$ cat src/rtl/cpu_pkg.sv
// Shared CPU definitions: instruction field layout, opcode constants and
// operation enums used by the fetch stage and its decoder.
package cpu_pkg;

  localparam int PC_W_DEF = 8;
  localparam int IW_DEF   = 16;

  localparam logic [2:0] OPC_MOV = 3'b110;
  localparam logic [2:0] OPC_ALU = 3'b101;

  // Instruction word field positions (inclusive bit ranges)
  localparam int OPC_HI = 15, OPC_LO = 13;
  localparam int ALU_HI = 12, ALU_LO = 11;
  localparam int RN_HI  = 10, RN_LO  = 8;
  localparam int RD_HI  = 7,  RD_LO  = 5;
  localparam int SH_HI  = 4,  SH_LO  = 3;
  localparam int RM_HI  = 2,  RM_LO  = 0;
  localparam int IMM8_W = 8;
  localparam int IMM5_W = 5;

  typedef enum logic [1:0] {
    ALU_ADD = 2'b00,
    ALU_CMP = 2'b01,
    ALU_AND = 2'b10,
    ALU_MVN = 2'b11
  } alu_op_e;

  typedef enum logic [1:0] {
    SH_NONE = 2'b00,
    SH_LSL  = 2'b01,
    SH_LSR  = 2'b10,
    SH_ASR  = 2'b11
  } shift_op_e;

endpackage

$ cat src/rtl/fetch_unit_if.sv
// RAM-side bus of the fetch stage: address, write data/enable, read data.
interface fetch_unit_if #(
  parameter int PC_W = 8,
  parameter int IW   = 16
);
  logic [PC_W-1:0] mem_addr;
  logic [IW-1:0]   mem_wdata;
  logic            mem_w_en;
  logic [IW-1:0]   mem_rdata;

  modport master (output mem_addr, output mem_wdata, output mem_w_en, input mem_rdata);
  modport slave  (input mem_addr, input mem_wdata, input mem_w_en, output mem_rdata);
endinterface

$ cat src/rtl/fetch_unit_decoder.sv
// Combinational instruction decoder: field slices and sign-extended
// immediates taken straight from the registered instruction word.
module instr_decoder
  import cpu_pkg::*;
#(
  parameter int IW = 16
) (
  input  logic [IW-1:0] ir,
  output logic [2:0]    opcode,
  output logic [1:0]    ALU_op,
  output logic [1:0]    shift_op,
  output logic [2:0]    rn,
  output logic [2:0]    rd,
  output logic [2:0]    rm,
  output logic [IW-1:0] sximm8,
  output logic [IW-1:0] sximm5
);
  alu_op_e   alu_f;
  shift_op_e sh_f;

  assign alu_f    = alu_op_e'(ir[ALU_HI:ALU_LO]);
  assign sh_f     = shift_op_e'(ir[SH_HI:SH_LO]);
  assign opcode   = ir[OPC_HI:OPC_LO];
  assign ALU_op   = alu_f;
  assign shift_op = sh_f;
  assign rn       = ir[RN_HI:RN_LO];
  assign rd       = ir[RD_HI:RD_LO];
  assign rm       = ir[RM_HI:RM_LO];
  assign sximm8   = {{(IW-IMM8_W){ir[IMM8_W-1]}}, ir[IMM8_W-1:0]};
  assign sximm5   = {{(IW-IMM5_W){ir[IMM5_W-1]}}, ir[IMM5_W-1:0]};
endmodule

$ cat src/rtl/fetch_unit.sv
// Fetch / memory-address stage: PC, data address register and IR, RAM address
// mux and decode. Define FETCH_COUNT_EN to add the fetch_count output.
module fetch_unit
  import cpu_pkg::*;
#(
  parameter int PC_W = PC_W_DEF,
  parameter int IW   = IW_DEF
) (
  input  logic            clk,
  input  logic            rst_n,
  input  logic            load_pc,
  input  logic            clear_pc,
  input  logic            load_addr,
  input  logic            load_ir,
  input  logic            sel_addr,
  input  logic            ram_w_en,
  input  logic [IW-1:0]   datapath_out,
  fetch_unit_if.master    bus,
  output logic [PC_W-1:0] pc,
  output logic [IW-1:0]   ir,
  output logic            ir_valid,
  output logic            pc_wrapped,
  output logic [2:0]      opcode,
  output logic [1:0]      ALU_op,
  output logic [1:0]      shift_op,
  output logic [2:0]      rn,
  output logic [2:0]      rd,
  output logic [2:0]      rm,
  output logic [IW-1:0]   sximm8,
  output logic [IW-1:0]   sximm5
`ifdef FETCH_COUNT_EN
  ,
  output logic [15:0]     fetch_count
`endif
);
  logic [PC_W-1:0] dar;
  logic            pc_clear;

  assign pc_clear = load_pc & clear_pc;

  always_ff @(posedge clk or negedge rst_n) begin
    if (!rst_n) begin
      pc         <= '0;
      pc_wrapped <= 1'b0;
    end else if (pc_clear) begin
      pc         <= '0;
      pc_wrapped <= 1'b0;
    end else if (load_pc) begin
      pc <= pc + PC_W'(1);
      if (&pc) pc_wrapped <= 1'b1;
    end
  end

  always_ff @(posedge clk or negedge rst_n) begin
    if (!rst_n)         dar <= '0;
    else if (load_addr) dar <= datapath_out[PC_W-1:0];
  end

  // ir captures even during a clear; only the valid flag is killed
  always_ff @(posedge clk or negedge rst_n) begin
    if (!rst_n) begin
      ir       <= '0;
      ir_valid <= 1'b0;
    end else begin
      if (load_ir) ir <= bus.mem_rdata;
      if (pc_clear)     ir_valid <= 1'b0;
      else if (load_ir) ir_valid <= 1'b1;
    end
  end

`ifdef FETCH_COUNT_EN
  always_ff @(posedge clk or negedge rst_n) begin
    if (!rst_n)        fetch_count <= '0;
    else if (pc_clear) fetch_count <= '0;
    else if (load_ir)  fetch_count <= fetch_count + 16'd1;
  end
`endif

  // Writes are suppressed whenever the fetch address is selected
  assign bus.mem_addr  = sel_addr ? pc : dar;
  assign bus.mem_wdata = datapath_out;
  assign bus.mem_w_en  = ram_w_en & ~sel_addr;

  instr_decoder #(.IW(IW)) u_dec (
    .ir       (ir),
    .opcode   (opcode),
    .ALU_op   (ALU_op),
    .shift_op (shift_op),
    .rn       (rn),
    .rd       (rd),
    .rm       (rm),
    .sximm8   (sximm8),
    .sximm5   (sximm5)
  );
endmodule

$ cat src/flat_wrapper.sv
// flat-port wrapper written by rule: the top's interface ports become plain ports
module fetch_unit_flat import cpu_pkg::*;
#(
  parameter int PC_W = PC_W_DEF,
  parameter int IW   = IW_DEF
)
  (clk, rst_n, load_pc, clear_pc, load_addr, load_ir, sel_addr, ram_w_en, datapath_out, pc, ir, ir_valid, pc_wrapped, opcode, ALU_op, shift_op, rn, rd, rm, sximm8, sximm5, bus_mem_addr, bus_mem_wdata, bus_mem_w_en, bus_mem_rdata);
  fetch_unit_if #(.PC_W(PC_W), .IW(IW)) bus_i ();
  input  logic clk;
  input  logic rst_n;
  input  logic load_pc;
  input  logic clear_pc;
  input  logic load_addr;
  input  logic load_ir;
  input  logic sel_addr;
  input  logic ram_w_en;
  input  logic [IW-1:0] datapath_out;
  output logic [PC_W-1:0] pc;
  output logic [IW-1:0] ir;
  output logic ir_valid;
  output logic pc_wrapped;
  output logic [2:0] opcode;
  output logic [1:0] ALU_op;
  output logic [1:0] shift_op;
  output logic [2:0] rn;
  output logic [2:0] rd;
  output logic [2:0] rm;
  output logic [IW-1:0] sximm8;
  output logic [IW-1:0] sximm5;
  output wire logic [$bits(bus_i.mem_addr)-1:0] bus_mem_addr;
  output wire logic [$bits(bus_i.mem_wdata)-1:0] bus_mem_wdata;
  output wire logic [$bits(bus_i.mem_w_en)-1:0] bus_mem_w_en;
  input wire logic [$bits(bus_i.mem_rdata)-1:0] bus_mem_rdata;
  assign bus_mem_addr = bus_i.mem_addr;
  assign bus_mem_wdata = bus_i.mem_wdata;
  assign bus_mem_w_en = bus_i.mem_w_en;
  assign bus_i.mem_rdata = bus_mem_rdata;
  fetch_unit #(.PC_W(PC_W), .IW(IW)) u_core (.clk(clk), .rst_n(rst_n), .load_pc(load_pc), .clear_pc(clear_pc), .load_addr(load_addr), .load_ir(load_ir), .sel_addr(sel_addr), .ram_w_en(ram_w_en), .datapath_out(datapath_out), .bus(bus_i), .pc(pc), .ir(ir), .ir_valid(ir_valid), .pc_wrapped(pc_wrapped), .opcode(opcode), .ALU_op(ALU_op), .shift_op(shift_op), .rn(rn), .rd(rd), .rm(rm), .sximm8(sximm8), .sximm5(sximm5));
endmodule
$ cat config.mk
export PLATFORM = sky130hd
export DESIGN_NAME = fetch_unit_flat
export DESIGN_NICKNAME = d
export VERILOG_FILES = /design/src/rtl/cpu_pkg.sv /design/src/rtl/fetch_unit_if.sv /design/src/rtl/fetch_unit_decoder.sv /design/src/rtl/fetch_unit.sv /design/src/flat_wrapper.sv
export SDC_FILE = /design/constraint.sdc
export NUM_CORES = 1
export LEC_CHECK = 0
export CAP_MARGIN = 20
export CORE_ASPECT_RATIO = 0.5
export CORE_UTILIZATION = 35
export DETAILED_ROUTE_END_ITERATION = 8
export GPL_ROUTABILITY_DRIVEN = 0
export PLACE_DENSITY = 0.88
export SLEW_MARGIN = 10
export SYNTH_ARGS = -nofsm -noshare
export SYNTH_HDL_FRONTEND = slang
export SYNTH_SLANG_ARGS = --single-unit
$ cat constraint.sdc
create_clock -name clk -period 1.55 [get_ports clk]
set_input_delay 0.31 -clock clk [delete_from_list [all_inputs] [get_ports clk]]
set_output_delay 0.31 -clock clk [all_outputs]
set_load 0.02 [all_outputs]
==> results.cfg <==
[pwr]
p_sw_share_pct = 31.6
power_density_nw_per_um2 = 1030
peakVddDrop_mv = 0.460
combPwrFrac_pct = 31.2
p_leak_nw = 1.41
seqPwrFrac_pct = 34.9
intPower_mw = 2.03
p_sw_mw = 0.941
pwr-share-clk_pct = 34.0

[synthesis]
netlist_top_cells_count = buf_4 (65), dfrtp_1 (34), mux2_2 (33)
syn-instance-count = 172
synthTopCellsByArea = dfrtp_1 (44%), buf_4 (25%), mux2_2 (19%)
ys_seq_elements = 34
synth_edf_count = 0
syn-cell-area_um2 = 1940
synth_cell_type_count = 24
syn_area_per_cell_um2 = 11.3
synth_top_area_cell = dfrtp_1
netlist.area_leader.share_pct = 43.8
yosysMostFrequentCell = buf_4
synth_ff_type = dfrtp_1
async_reset_ff_share_pct = 100
syn_nets = 213
ys_warn_count = 0
yosysSeqAreaShare_pct = 43.8

[global_routing]
grt_pass1_wl_mm = 6.71
antenna_found_initial = 0
grt_max_degree = 35
grt_pass1_vias = 1373
overflow = 0
track_usage_pct = 15.6

[setup_path]
worstRegToRegCells = 5
crit_fanout = 5
r2r_setup_slack_ns = 0.09
crit_arrival_ns = 1.20
critPathRequiredTime_ns = 1.24
reg2reg_from = u_core.pc[0]
rr_endpoint = u_core.pc[6]
setup.worst_path.end_class = output pin
crit_start = sel_addr
path_class = input pin to output pin
startpoint_type = input pin
endpoint = bus_mem_addr[3]

[route]
vias = 1475
wl_per_cell_um = 14.4
dr.pass1.iters = 4
ant_nets = 0
drtIter0Drc = 21
viasPerCell = 4.58
drt_wl_total_mm = 4.65
drc = 0

[clock_network]
path_clk_slew_ns = 0.08
htreeDepth = 2
cts_tree = done
cts_root_buf = clkbuf_8
numCtsBuffers = 5
clock-sinks = 34
max-clock-path-buffers = 2
cts_setup_buffers = 0
insertion_delay_ns = 0.30

[sta]
finClkSkew_ns = 0.00584
grt_setup_unrepaired = false
setup_viol_count_final = 0
period_share_pct = 97.6
timing.slew.headroom_pct = 70.9
timing.fmax_mhz = 661
fin_hold_ws_ns = 0.0351
worstMarginPinSlew_ns = 0.436
slew_violations = 0
hold_violations = 0
min_period_ns = 1.51

[floorplanning]
fp.coreArea_um2 = 5130
rows = 18
start_util_pct = 37.9
io_pins = 139
die_w_um = 107
dieArea_um2 = 5880
fp.dieH_um = 54.7

[layout]
finalInstanceArea_um2 = 2900
area.growth.synth_to_final_pct = 49.1
multi_input_area_um2 = 576
n_fill_cell = 476
finalNetCount = 292
drive_gt1_share_pct = 28.6
diodes = 0
regArea_um2 = 853

[placed_design]
dpl.hpwl_mm = 3.52
dpl_cell_area_um2 = 2890
portBuffers = 122

[job]
maxCapViolCount = 0

[worst_hold_path]
holdCritPathClass = input pin to async pin

[outcome]
status = complete, no violations
-- metrics by stage --
stage          std cells  setup TNS [ns]  worst slack, ns  total power, mW  util [%]
3_3_place_gp         313           -6.36           -0.566             2.13      56.3
4_1_cts              322               0           0.0195             3.01      56.4
6_report             322               0           0.0374             2.97      56.5
5_1_grt              322               0          0.00164             3.10      56.5
3_5_place_dp         313           -6.79           -0.603             2.16      56.3
2_1_floorplan        172               0            0.186             1.74         -
-- cells in the final DEF (no fill, tap or decap), drive strengths merged --
cell type | netlist | routed
a21oi | 3 | 3
and2 | 1 | 1
buf | 68 | 28
bufinv | 0 | 2
clkbuf | 1 | 5
clkdlybuf4s15 | 0 | 1
clkdlybuf4s50 | 0 | 29
clkinv | 0 | 1
dfrtp | 34 | 34
dlygate4sd2 | 0 | 83
ha | 1 | 1
inv | 3 | 3
mux2 | 33 | 33
mux2i | 1 | 1
nand2 | 3 | 3
nand2b | 2 | 2
nand3 | 1 | 1
nand3b | 1 | 1
nand4 | 4 | 4
nor2 | 4 | 4
nor2b | 1 | 1
o21a | 1 | 1
o21ai | 3 | 3
o22ai | 2 | 2
o311ai | 1 | 1
or3 | 3 | 3
xor2 | 1 | 1
-- routing by layer --
metal / vias to the layer above / GRT usage, % / share of wire [%]
met2: 56 / 31.7 / 57
li1: 675 / - / -
met1: 734 / 15.3 / 37
met4: 0 / 6.62 / 1.5
met5: - / 0 / 0
met3: 10 / 5.24 / 4.7
-- layout make-up --
class | count | share of cell area [%]
timing repair buffer | 141 | 42.6
inverter | 3 | 0.388
clock buffer | 5 | 2.37
clock inverter | 3 | 2.37
sequential | 34 | 29.4
multi-input combinational | 66 | 19.9
tap | 70 | 3.02
-- flip-flops by register name, summed over array words and instances, names as in the netlist --
signal,count
u_core.pc_wrapped,1
u_core.pc,8
u_core.ir,16
u_core.ir_valid,1
u_core.dar,8
-- cell families (layout without fill, tap and decap cells) --
kind of cell    Yosys count  in the layout  share of synthesized area (%)
simple gates             20             20                           5.86
compound gates           10             10                           3.02
flops                    34             34                           43.8
xor+xnor                  1              1                          0.451
fa+ha+maj                 1              1                          0.643
mux                      34             34                           19.6
buf+inv                  72            152                           26.6
-- how the worst min path moves through the flow --
stage,endpoint,slack [ns]
global placement,u_core.ir_valid,0.37
detailed placement,u_core.dar[6],0.38
CTS,u_core.dar[6],0.05
floorplan,u_core.dar[0],0.01
global route,u_core.dar[5],0.07
finish,u_core.ir_valid,0.04
-- power by group through the flow --
stage	logic [mW]	registers [mW]	clock network, mW
2_1_floorplan	0.600	1.15	0
3_3_place_gp	1.08	1.06	0
4_1_cts	0.937	1.04	1.03
6_report	0.927	1.04	1.01
3_5_place_dp	1.10	1.06	0
5_1_grt	0.982	1.05	1.07
-- timing repair --
| item | 4_1_cts | 5_1_grt |
|---|---|---|
| setup endpoints to repair | 91 | 4 |
| gates cloned | 1 | 0 |
| gates resized for setup | 120 | 2 |
| hold buffers | 0 | 0 |
-- critical path, cell delays in order --
cell,delay (ns)
dlygate4sd2_1,0.24
buf_6,0.14
mux2_2,0.34
buf_2,0.17
Note: power is estimated with default switching activity, not from simulation.
